==> config.mk <==
export PLATFORM = sky130hd
export DESIGN_NAME = fetch_sequencer_flat
export DESIGN_NICKNAME = d
export VERILOG_FILES = /design/src/rtl/mips_pkg.sv /design/src/rtl/fetch_sequencer_if.sv /design/src/rtl/next_pc_mux.sv /design/src/rtl/fetch_sequencer.sv /design/src/flat_wrapper.sv
export SDC_FILE = /design/constraint.sdc
export NUM_CORES = 1
export LEC_CHECK = 0
export BUFFER_PORTS_ARGS = -buffer_cell sky130_fd_sc_hd__buf_2
export CORE_MARGIN = 2
export CORE_UTILIZATION = 50
export DETAILED_ROUTE_END_ITERATION = 8
export GPL_TIMING_DRIVEN = 1
export PLACE_DENSITY = 0.81
export SYNTH_ARGS = -nofsm -noshare
export SYNTH_HDL_FRONTEND = slang
export SYNTH_HIERARCHICAL = 1
export SYNTH_SLANG_ARGS = --single-unit
==> constraint.sdc <==
create_clock -name clk -period 4.75 [get_ports clk]
set_input_delay 0.475 -clock clk [delete_from_list [all_inputs] [get_ports clk]]
set_output_delay 0.475 -clock clk [all_outputs]
set_load 0.005 [all_outputs]
==> src/rtl/mips_pkg.sv <==
// Shared MIPS core definitions: decoder opcode/funct constants, fetch FSM
// state encoding and default fetch-unit parameters.
package mips_pkg;

    localparam logic [5:0] OP_RTYPE   = 6'h00;
    localparam logic [5:0] OP_J       = 6'h02;
    localparam logic [5:0] OP_JAL     = 6'h03;
    localparam logic [5:0] OP_BEQ     = 6'h04;
    localparam logic [5:0] OP_BNE     = 6'h05;

    localparam logic [5:0] FN_JR      = 6'h08;
    localparam logic [5:0] FN_SYSCALL = 6'h0C;

    localparam logic [31:0] DEF_RESET_PC      = 32'h0000_3000;
    localparam logic [31:0] DEF_SYS_EXIT_CODE = 32'd10;

    typedef enum logic [1:0] {
        FETCH,
        EXEC,
        HALT,
        FAULT
    } fetch_state_e;

endpackage

==> src/rtl/fetch_sequencer_if.sv <==
// Instruction-memory request/acknowledge bus between the fetch unit and imem.
interface fetch_sequencer_if;

    logic        imem_req;
    logic [31:0] imem_addr;
    logic        imem_ack;
    logic [31:0] imem_rdata;

    modport master (
        output imem_req,
        output imem_addr,
        input  imem_ack,
        input  imem_rdata
    );

    modport slave (
        input  imem_req,
        input  imem_addr,
        output imem_ack,
        output imem_rdata
    );

endinterface

==> src/rtl/next_pc_mux.sv <==
// Combinational next-PC selection from decoder controls; flags a misaligned jr.
module next_pc_mux (
    input  logic [31:0] pc_plus4,
    input  logic [25:0] instr,
    input  logic [31:0] rs_data,
    input  logic        branch,
    input  logic        equ,
    input  logic        jump,
    input  logic        jump_reg,
    input  logic        alu_eq,
    output logic [31:0] target,
    output logic        misaligned
);

    logic        take_branch;
    logic [31:0] branch_offset;

    always_comb begin
        take_branch   = branch & (equ ? alu_eq : ~alu_eq);
        branch_offset = {{14{instr[15]}}, instr[15:0], 2'b00};
        target        = pc_plus4;
        if (jump_reg) begin
            target = rs_data;
        end else if (jump) begin
            target = {pc_plus4[31:28], instr[25:0], 2'b00};
        end else if (take_branch) begin
            target = pc_plus4 + branch_offset;
        end
        misaligned = jump_reg & (rs_data[1:0] != 2'b00);
    end

endmodule

==> src/rtl/fetch_sequencer.sv <==
// Instruction fetch and PC sequencing for the multi-cycle MIPS core:
// FETCH/EXEC/HALT/FAULT control, PC register, instruction latch, retire counter.
module fetch_sequencer
    import mips_pkg::*;
#(
    parameter logic [31:0] RESET_PC      = DEF_RESET_PC,
    parameter logic [31:0] SYS_EXIT_CODE = DEF_SYS_EXIT_CODE
) (
    input  logic               clk,
    input  logic               rst,
    fetch_sequencer_if.master  imem,
    output logic [31:0]        instr,
    output logic               instr_valid,
    output logic [31:0]        pc,
    output logic [31:0]        pc_plus4,
    input  logic               branch,
    input  logic               equ,
    input  logic               jump,
    input  logic               jump_reg,
    input  logic               jal,
    input  logic               sys,
    input  logic               alu_eq,
    input  logic [31:0]        rs_data,
    input  logic [31:0]        v0_data,
    input  logic               stall,
    input  logic               go,
    output logic               halted,
    output logic               fault,
    output logic [31:0]        retired
);

    fetch_state_e state_q;
    logic [31:0]  pc_q;
    logic [31:0]  instr_q;
    logic [31:0]  retired_q;
    logic         req_q;
    logic         valid_q;
    logic         halted_q;
    logic         fault_q;

    logic [31:0]  pc_plus4_d;
    logic [31:0]  pc_d;
    logic [31:0]  retired_d;
    logic         misaligned;
    logic         exit_req;

    assign pc_plus4_d = pc_q + 32'd4;
    assign retired_d  = retired_q + 32'd1;
    assign exit_req   = sys && (v0_data == SYS_EXIT_CODE);

    next_pc_mux u_next_pc_mux (
        .pc_plus4   (pc_plus4_d),
        .instr      (instr_q[25:0]),
        .rs_data    (rs_data),
        .branch     (branch),
        .equ        (equ),
        .jump       (jump | jal),
        .jump_reg   (jump_reg),
        .alu_eq     (alu_eq),
        .target     (pc_d),
        .misaligned (misaligned)
    );

    always_ff @(posedge clk) begin
        if (rst) begin
            state_q   <= FETCH;
            pc_q      <= RESET_PC;
            instr_q   <= '0;
            retired_q <= '0;
            req_q     <= 1'b1;
            valid_q   <= 1'b0;
            halted_q  <= 1'b0;
            fault_q   <= 1'b0;
        end else begin
            unique case (state_q)
                FETCH: begin
                    if (imem.imem_ack) begin
                        instr_q <= imem.imem_rdata;
                        req_q   <= 1'b0;
                        valid_q <= 1'b1;
                        state_q <= EXEC;
                    end
                end
                EXEC: begin
                    if (!stall) begin
                        valid_q <= 1'b0;
                        if (misaligned) begin
                            fault_q <= 1'b1;
                            state_q <= FAULT;
                        end else begin
                            pc_q      <= pc_d;
                            retired_q <= retired_d;
                            if (exit_req) begin
                                halted_q <= 1'b1;
                                state_q  <= HALT;
                            end else begin
                                req_q   <= 1'b1;
                                state_q <= FETCH;
                            end
                        end
                    end
                end
                HALT: begin
                    if (go) begin
                        halted_q <= 1'b0;
                        req_q    <= 1'b1;
                        state_q  <= FETCH;
                    end
                end
                FAULT: begin
                end
            endcase
        end
    end

    // req_q is preset during reset so the request appears the cycle rst drops;
    // gating with rst also withdraws an in-flight request immediately.
    assign imem.imem_req  = req_q & ~rst;
    assign imem.imem_addr = pc_q;

    assign instr       = instr_q;
    assign instr_valid = valid_q;
    assign pc          = pc_q;
    assign pc_plus4    = pc_plus4_d;
    assign halted      = halted_q;
    assign fault       = fault_q;
    assign retired     = retired_q;

endmodule

==> src/flat_wrapper.sv <==
// flat-port wrapper written by rule: the top's interface ports become plain ports
module fetch_sequencer_flat import mips_pkg::*;
#(
    parameter logic [31:0] RESET_PC      = DEF_RESET_PC,
    parameter logic [31:0] SYS_EXIT_CODE = DEF_SYS_EXIT_CODE
)
  (clk, rst, instr, instr_valid, pc, pc_plus4, branch, equ, jump, jump_reg, jal, sys, alu_eq, rs_data, v0_data, stall, go, halted, fault, retired, imem_imem_req, imem_imem_addr, imem_imem_ack, imem_imem_rdata);
  fetch_sequencer_if imem_i ();
  input  logic clk;
  input  logic rst;
  output logic [31:0] instr;
  output logic instr_valid;
  output logic [31:0] pc;
  output logic [31:0] pc_plus4;
  input  logic branch;
  input  logic equ;
  input  logic jump;
  input  logic jump_reg;
  input  logic jal;
  input  logic sys;
  input  logic alu_eq;
  input  logic [31:0] rs_data;
  input  logic [31:0] v0_data;
  input  logic stall;
  input  logic go;
  output logic halted;
  output logic fault;
  output logic [31:0] retired;
  output wire logic [$bits(imem_i.imem_req)-1:0] imem_imem_req;
  output wire logic [$bits(imem_i.imem_addr)-1:0] imem_imem_addr;
  input wire logic [$bits(imem_i.imem_ack)-1:0] imem_imem_ack;
  input wire logic [$bits(imem_i.imem_rdata)-1:0] imem_imem_rdata;
  assign imem_imem_req = imem_i.imem_req;
  assign imem_imem_addr = imem_i.imem_addr;
  assign imem_i.imem_ack = imem_imem_ack;
  assign imem_i.imem_rdata = imem_imem_rdata;
  fetch_sequencer #(.RESET_PC(RESET_PC), .SYS_EXIT_CODE(SYS_EXIT_CODE)) u_core (.clk(clk), .rst(rst), .imem(imem_i), .instr(instr), .instr_valid(instr_valid), .pc(pc), .pc_plus4(pc_plus4), .branch(branch), .equ(equ), .jump(jump), .jump_reg(jump_reg), .jal(jal), .sys(sys), .alu_eq(alu_eq), .rs_data(rs_data), .v0_data(v0_data), .stall(stall), .go(go), .halted(halted), .fault(fault), .retired(retired));
endmodule
After elaboration in Yosys (flattened, before gate mapping) --
Cells that the tools add are included.
Storage, ports and cells: bits in registers 102, bits of input ports 108, output and inout bits 164, logic and storage cells 65
Cells by class: $add $sub $neg 3, equal/unequal tests 9, multiplexer cells 24, bitwise operators 8, reductions and logical operators 13
Operator list (count):
- 2-to-1 mux 32 bit | 3
- adder 32 x 1 -> 32 bit, second input constant | 1
- adder 32 x 3 -> 32 bit, second input constant | 1
- adder 32 bit | 1
- == test 32 x 4 -> 1 bit, second input constant | 1
- 2-to-1 mux 1 bit | 12
- 2-to-1 mux 2 bit | 5
- != test 2 bit, second input constant | 5
- AND reduction 3 bit | 3
- one-hot mux 2 bit (3 select lines) | 1
- AND reduction 6 bit | 1
- nonzero test 2 bit | 3
- AND reduction 5 bit | 1
- NOT 1 bit | 4
- one-hot mux 1 bit (2 select lines) | 2
- AND reduction 4 bit | 1
- bitwise AND 1 bit | 3
- one-hot mux 1 bit (3 select lines) | 1
- nonzero test 3 bit | 1
- == test 2 x 1 -> 1 bit, second input constant | 1
- == test 2 bit, second input constant | 1
- logical NOT 2 bit | 1
- != test 2 x 1 -> 1 bit, second input constant | 1
- AND reduction 2 bit | 1
- other kinds (2) | 2

Logic depth before layout (Yosys ltp) --
word-level depth 6, depth in mapped cells 19, mapped depth without buffers 18

Hierarchy --
Netlist, hierarchy kept.
Modules (own cells, without submodules):
- fetch_sequencer | instances 1, cells an instance 609, area an instance 4789.6 sq um, seq. area each 2042.0 sq um
- next_pc_mux | instances 1, cells an instance 361, area an instance 2265.9 sq um, seq. area each 0.0 sq um

Worst setup path after synthesis --
No wires, ideal clock.
kind flip-flop to flip-flop, from reg u_core.pc_q[4], in the netlist u_core/imem.imem_addr[4], to reg u_core.pc_q[31], in the netlist u_core/imem.imem_addr[31], setup time 70 ps, arrival time 3929 ps, data required time 4680 ps, slack 751 ps, cell stages (with the launch flop) 19, path buffers 1, clock period less this slack 3999 ps, cell sequence dfxtp_1 -> nand3_1 -> nor3_1 -> and3_1 -> clkbuf_1 -> nand4_1 -> xnor2_1 -> ha_1 -> nand2_1 -> nor2_4 -> nand3_2 -> or3_1 -> o2111a_1 -> o31ai_2 -> xnor2_1 -> or3_1 -> a31oi_1 -> nand2_1 -> a21oi_1
Between the ends: longest elaborated chain between the ends 5
Ends and longest elaborated chain:
- from (decl) | line fetch_sequencer.sv:33 | logic [31:0] pc_q;
- from (signal assigned) | line fetch_sequencer.sv:91 | pc_q <= pc_d;
- adder 32 x 3 -> 32 bit | line fetch_sequencer.sv:47 | assign pc_plus4_d = pc_q + 32'd4;
- net pc_plus4[23] | line flat_wrapper.sv:14 | output logic [31:0] pc_plus4;
- adder 32 bit | line next_pc_mux.sv:27 | target = pc_plus4 + branch_offset;
- 2-to-1 mux 32 bit | line next_pc_mux.sv:26 | end else if (take_branch) begin
- 2-to-1 mux 32 bit | line next_pc_mux.sv:24 | end else if (jump) begin
- 2-to-1 mux 32 bit | line next_pc_mux.sv:22 | if (jump_reg) begin
- net u_core.pc_d[31] | line fetch_sequencer.sv:42 | logic [31:0] pc_d;
The timed path passes the listed nets, and every way through them passes these cells. A chain may end at the register's enable or synchronous reset.

Final worst setup path --
from reg u_core.pc_q[8], in the netlist u_core/imem.imem_addr[8], to reg u_core.pc_q[31], in the netlist u_core/imem.imem_addr[31]
Between the ends: longest elaborated chain between the ends 5
Ends and longest elaborated chain (line):
- adder 32 x 3 -> 32 bit (*) | fetch_sequencer.sv:47
- adder 32 bit | next_pc_mux.sv:27
- 2-to-1 mux 32 bit | next_pc_mux.sv:26
- 2-to-1 mux 32 bit (*) | next_pc_mux.sv:24
- 2-to-1 mux 32 bit (*) | next_pc_mux.sv:22
- net u_core.pc_d[31] | fetch_sequencer.sv:42
Mark *: on every way through the listed nets, which the timed path passes. The rest lies on a longest branch.

==> qor.csv <==
stage,metric,value,unit
outcome,outcome,"complete, no violations",
synthesis,synthArstFlopShare,0,%
critical_path,slowest_stage,and3_1,
critical_path,start_kind,register,
min_path,holdPathStages,3,
critical_path,crit_required,5.04,ns
clocking,post-cts-setup-buffer-count,0,
grt,grt_first_pass_wirelength,34600,um
layout,n_antenna_cell,0,
critical_path,slowest_delay,0.46,ns
power,p_leak,4.01,nW
synthesis,synth-adder-area-share,6.49,%
layout,stdcell_count,1362,
clocking,numClockSinks,102,
route,dr.first_iter.drc_count,579,
power,pwr-share-comb,21.4,%
timing,final.period_utilization,92.5,%
route,wl,22300,um
grt,grt_use_total,29.2,%
synthesis,synth.area.top_cells,"dfxtp_1, nand2_1, a21oi_1",
critical_path,reg2reg_slack,0.36,ns
synthesis,ys_seq_area_share,28.9,%
timing,fin_ws,0.357,ns
clocking,post_cts_resized,0,
grt,gr-total-overflow,0,
timing,fmax,0.228,GHz
power,power,0.00215,W
timing,rsz0062_at_grt,no,
synthesis,ys.flop_type,dfxtp_1,
synthesis,synth-compound-area-share,19.6,%
grt,grt_max_degree,62,
synthesis,muxShareOfSynthArea,1.29,%
clocking,clock_latency,0.36,ns
power,p_int,0.00148,W
timing,hold_viol_final,0,
timing,drv_slew,0,
critical_path,path_cells,nand4_1 -> nor3_1 -> buf_4 -> and3_1 -> nand4_1 -> xnor2_1 -> ha_1 -> nand2_1 -> nor2_4 -> nand3_2 -> or3_1 -> o2111a_1 -> o31ai_2 -> xnor2_1 -> or3_1 -> a31oi_1 -> nand2_1 -> a21oi_1,
synthesis,synth.most_common_cell,nand2_1,
route,detail-route-antenna-nets,0,
power,power_frac_clock,35.0,%
clocking,cts_tree,yes,
power,p_sw,0.000675,W
critical_path,worst-r2r-cell-count,18,
route,wl_per_cell,16.4,um
clocking,cts-root-buf,clkbuf_16,
timing,final-setup-viol-count,0,
synthesis,synth-simple-area-share,26.4,%
route,viasPerCell,5.59,
min_path,hold_class,in2reg,
floorplan,rows,43,
power,powerDensity,252,nW/um^2
synthesis,synth_top_cell_area_share,28.9,%
synthesis,syn_area,7060,sq um
clocking,postCtsHoldBufs,0,
route,drcViolationCount,0,
layout,fill_cells,1306,
floorplan,die-area,15100,sq um
synthesis,synth_edf_count,0,
floorplan,dieWidth,123,um
placed_design,port_buffers,271,
power,ir_worst_vdd,0.194,mV
synthesis,avgSynthCellArea,7.27,sq um
timing,fin_crit,4.39,ns
layout,drive_gt1_share,25.9,%
power,swShare,31.3,%
floorplan,io_pins,272,
floorplan,start_util,51.0,%
synthesis,ys_ff_latch,102,
placed_design,place_congestion,0.925,
placed_design,place_inst,1346,
synthesis,ys_types,64,
timing,worstMarginPinSlew,1.17,ns
clocking,htreeDepth,3,
layout,nets,1321,
critical_path,cp-end-kind,register,
floorplan,core,13800,sq um
timing,tns,0,ns
layout,area_growth,21.2,%
synthesis,synth_fp_nets,1114,
timing,fin_skew,0.00813,ns
grt,grt_pass1_vias,6852,
synthesis,ys_warn_count,6,
power,pwr-share-seq,43.6,%
timing,relSlewSlack,21.7,%
critical_path,arrival,4.68,ns
floorplan,die_h,123,um
placed_design,place_ws,0.285,ns
placed_design,dpl.hpwl,16300,um
flow_run,cap_violations,0,
clocking,cts_buffers,9,
synthesis,synth_area_leader_cell,dfxtp_1,
synthesis,synth_top_family_by_area,simple AND/OR/NAND/NOR gates,
route,firstDrtPassIters,5,
route,vias,7616,
critical_path,worstSetupPathType,reg2reg,
grt,antenna_found_initial,0,
critical_path,path_max_fanout,8,
synthesis,synthXorXnorAreaFrac,10.2,%
clocking,clk_pin_slew,0.07,ns
synthesis,synthCells,970,
synthesis,synth.top_cells.by_count,"nand2_1, a21oi_1, dfxtp_1, nor2_1",
clocking,clockBufferDepth,2,
[power groups by stage]
stage	clock network [W]	logic, W	registers (W)
after floorplan	0	0.000296	0.000952
after global placement	0	0.000450	0.000956
after detailed placement	0	0.000456	0.000958
after CTS	0.000769	0.000457	0.000938
after global routing	0.000799	0.000516	0.000945
final	0.000754	0.000461	0.000939
[metrics by stage]
| stage | util (%) | hold WS (ns) | cell area [sq um] |
|---|---|---|---|
| after detailed placement | 59.7 | 0.444 | 8250 |
| after global placement | 59.7 | 0.440 | 8250 |
| final | 61.8 | 0.347 | 8550 |
| after floorplan | - | 0.453 | 7060 |
| after global routing | 61.8 | 0.345 | 8550 |
| after CTS | 61.8 | 0.331 | 8550 |
[state kept, by name (all words and copies together) (netlist names)]
signal / flops
u_core/fault: 1
u_core/halted: 1
u_core/imem.imem_addr: 32
u_core/instr: 32
u_core/instr_valid: 1
u_core/req_q: 1
u_core/retired: 32
u_core/state_q: 2
[layout by cell type, fill, tap and decap left out, types with 9 or more instances in the layout]
| cell | count |
|---|---|
| a21o_1 | 14 |
| and4_1 | 9 |
| nand2_1 | 209 |
| o211ai_1 | 11 |
| inv_1 | 13 |
| buf_2 | 270 |
| nand3_1 | 35 |
| dfxtp_1 | 102 |
| ha_1 | 35 |
| xor2_1 | 41 |
| o21ai_1 | 9 |
| o21ai_0 | 32 |
| and3_1 | 10 |
| clkbuf_16 | 9 |
| a21oi_1 | 123 |
| nand4_1 | 22 |
| nor2_1 | 71 |
| nor3_1 | 11 |
| xnor2_1 | 41 |
[critical path, delay by kind of cell, from the launching register on]
family,cells,cell delay [ns]
adder cells (fa/ha/maj),1,0.40
flip-flops,1,0.45
AND/OR/NAND/NOR,10,2.11
AO/OA/AOI/OAI,4,0.87
buffers and inverters,1,0.17
XOR/XNOR,2,0.29
[kinds of logic after synthesis]
group	count (synthesis)
xor gates and xnor gates	82
and+or+nand+nor	409
adders and majority gates	36
buffers and inverters	95
muxes	9
DFF	102
AOI/OAI and AO/OA	237
[metal layers]
metal	GRT usage, %	wire length (um)
met4	9.05	359
met5	0	0
met1	36.8	9450
met2	49.1	10700
met3	7.02	1770
[path summary, 6_finish.rpt]
kind	start	end
hold reg to reg	u_core/instr[26]$_SDFFE_PP0P_	u_core/instr[26]$_SDFFE_PP0P_
setup reg to reg	u_core/imem.imem_addr[8]$_SDFFE_PP0P_	u_core/imem.imem_addr[31]$_SDFFE_PP0P_
hold / removal	imem_imem_rdata[22]	u_core/instr[22]$_SDFFE_PP0P_
setup / recovery	u_core/imem.imem_addr[8]$_SDFFE_PP0P_	u_core/imem.imem_addr[31]$_SDFFE_PP0P_
[area by class of cell]
cell class                      instances  area (sq um)  area share, %
Multi-Input combinational cell        773          4520           52.9
Clock inverter                          5          46.3          0.541
Timing Repair Buffer                  278          1410           16.5
Clock buffer                           11           253           2.96
Sequential cell                       102          2040           23.9
Inverter                               13          48.8          0.571
Tap cell                              180           225           2.63
Power figures use the tool's default switching activity.
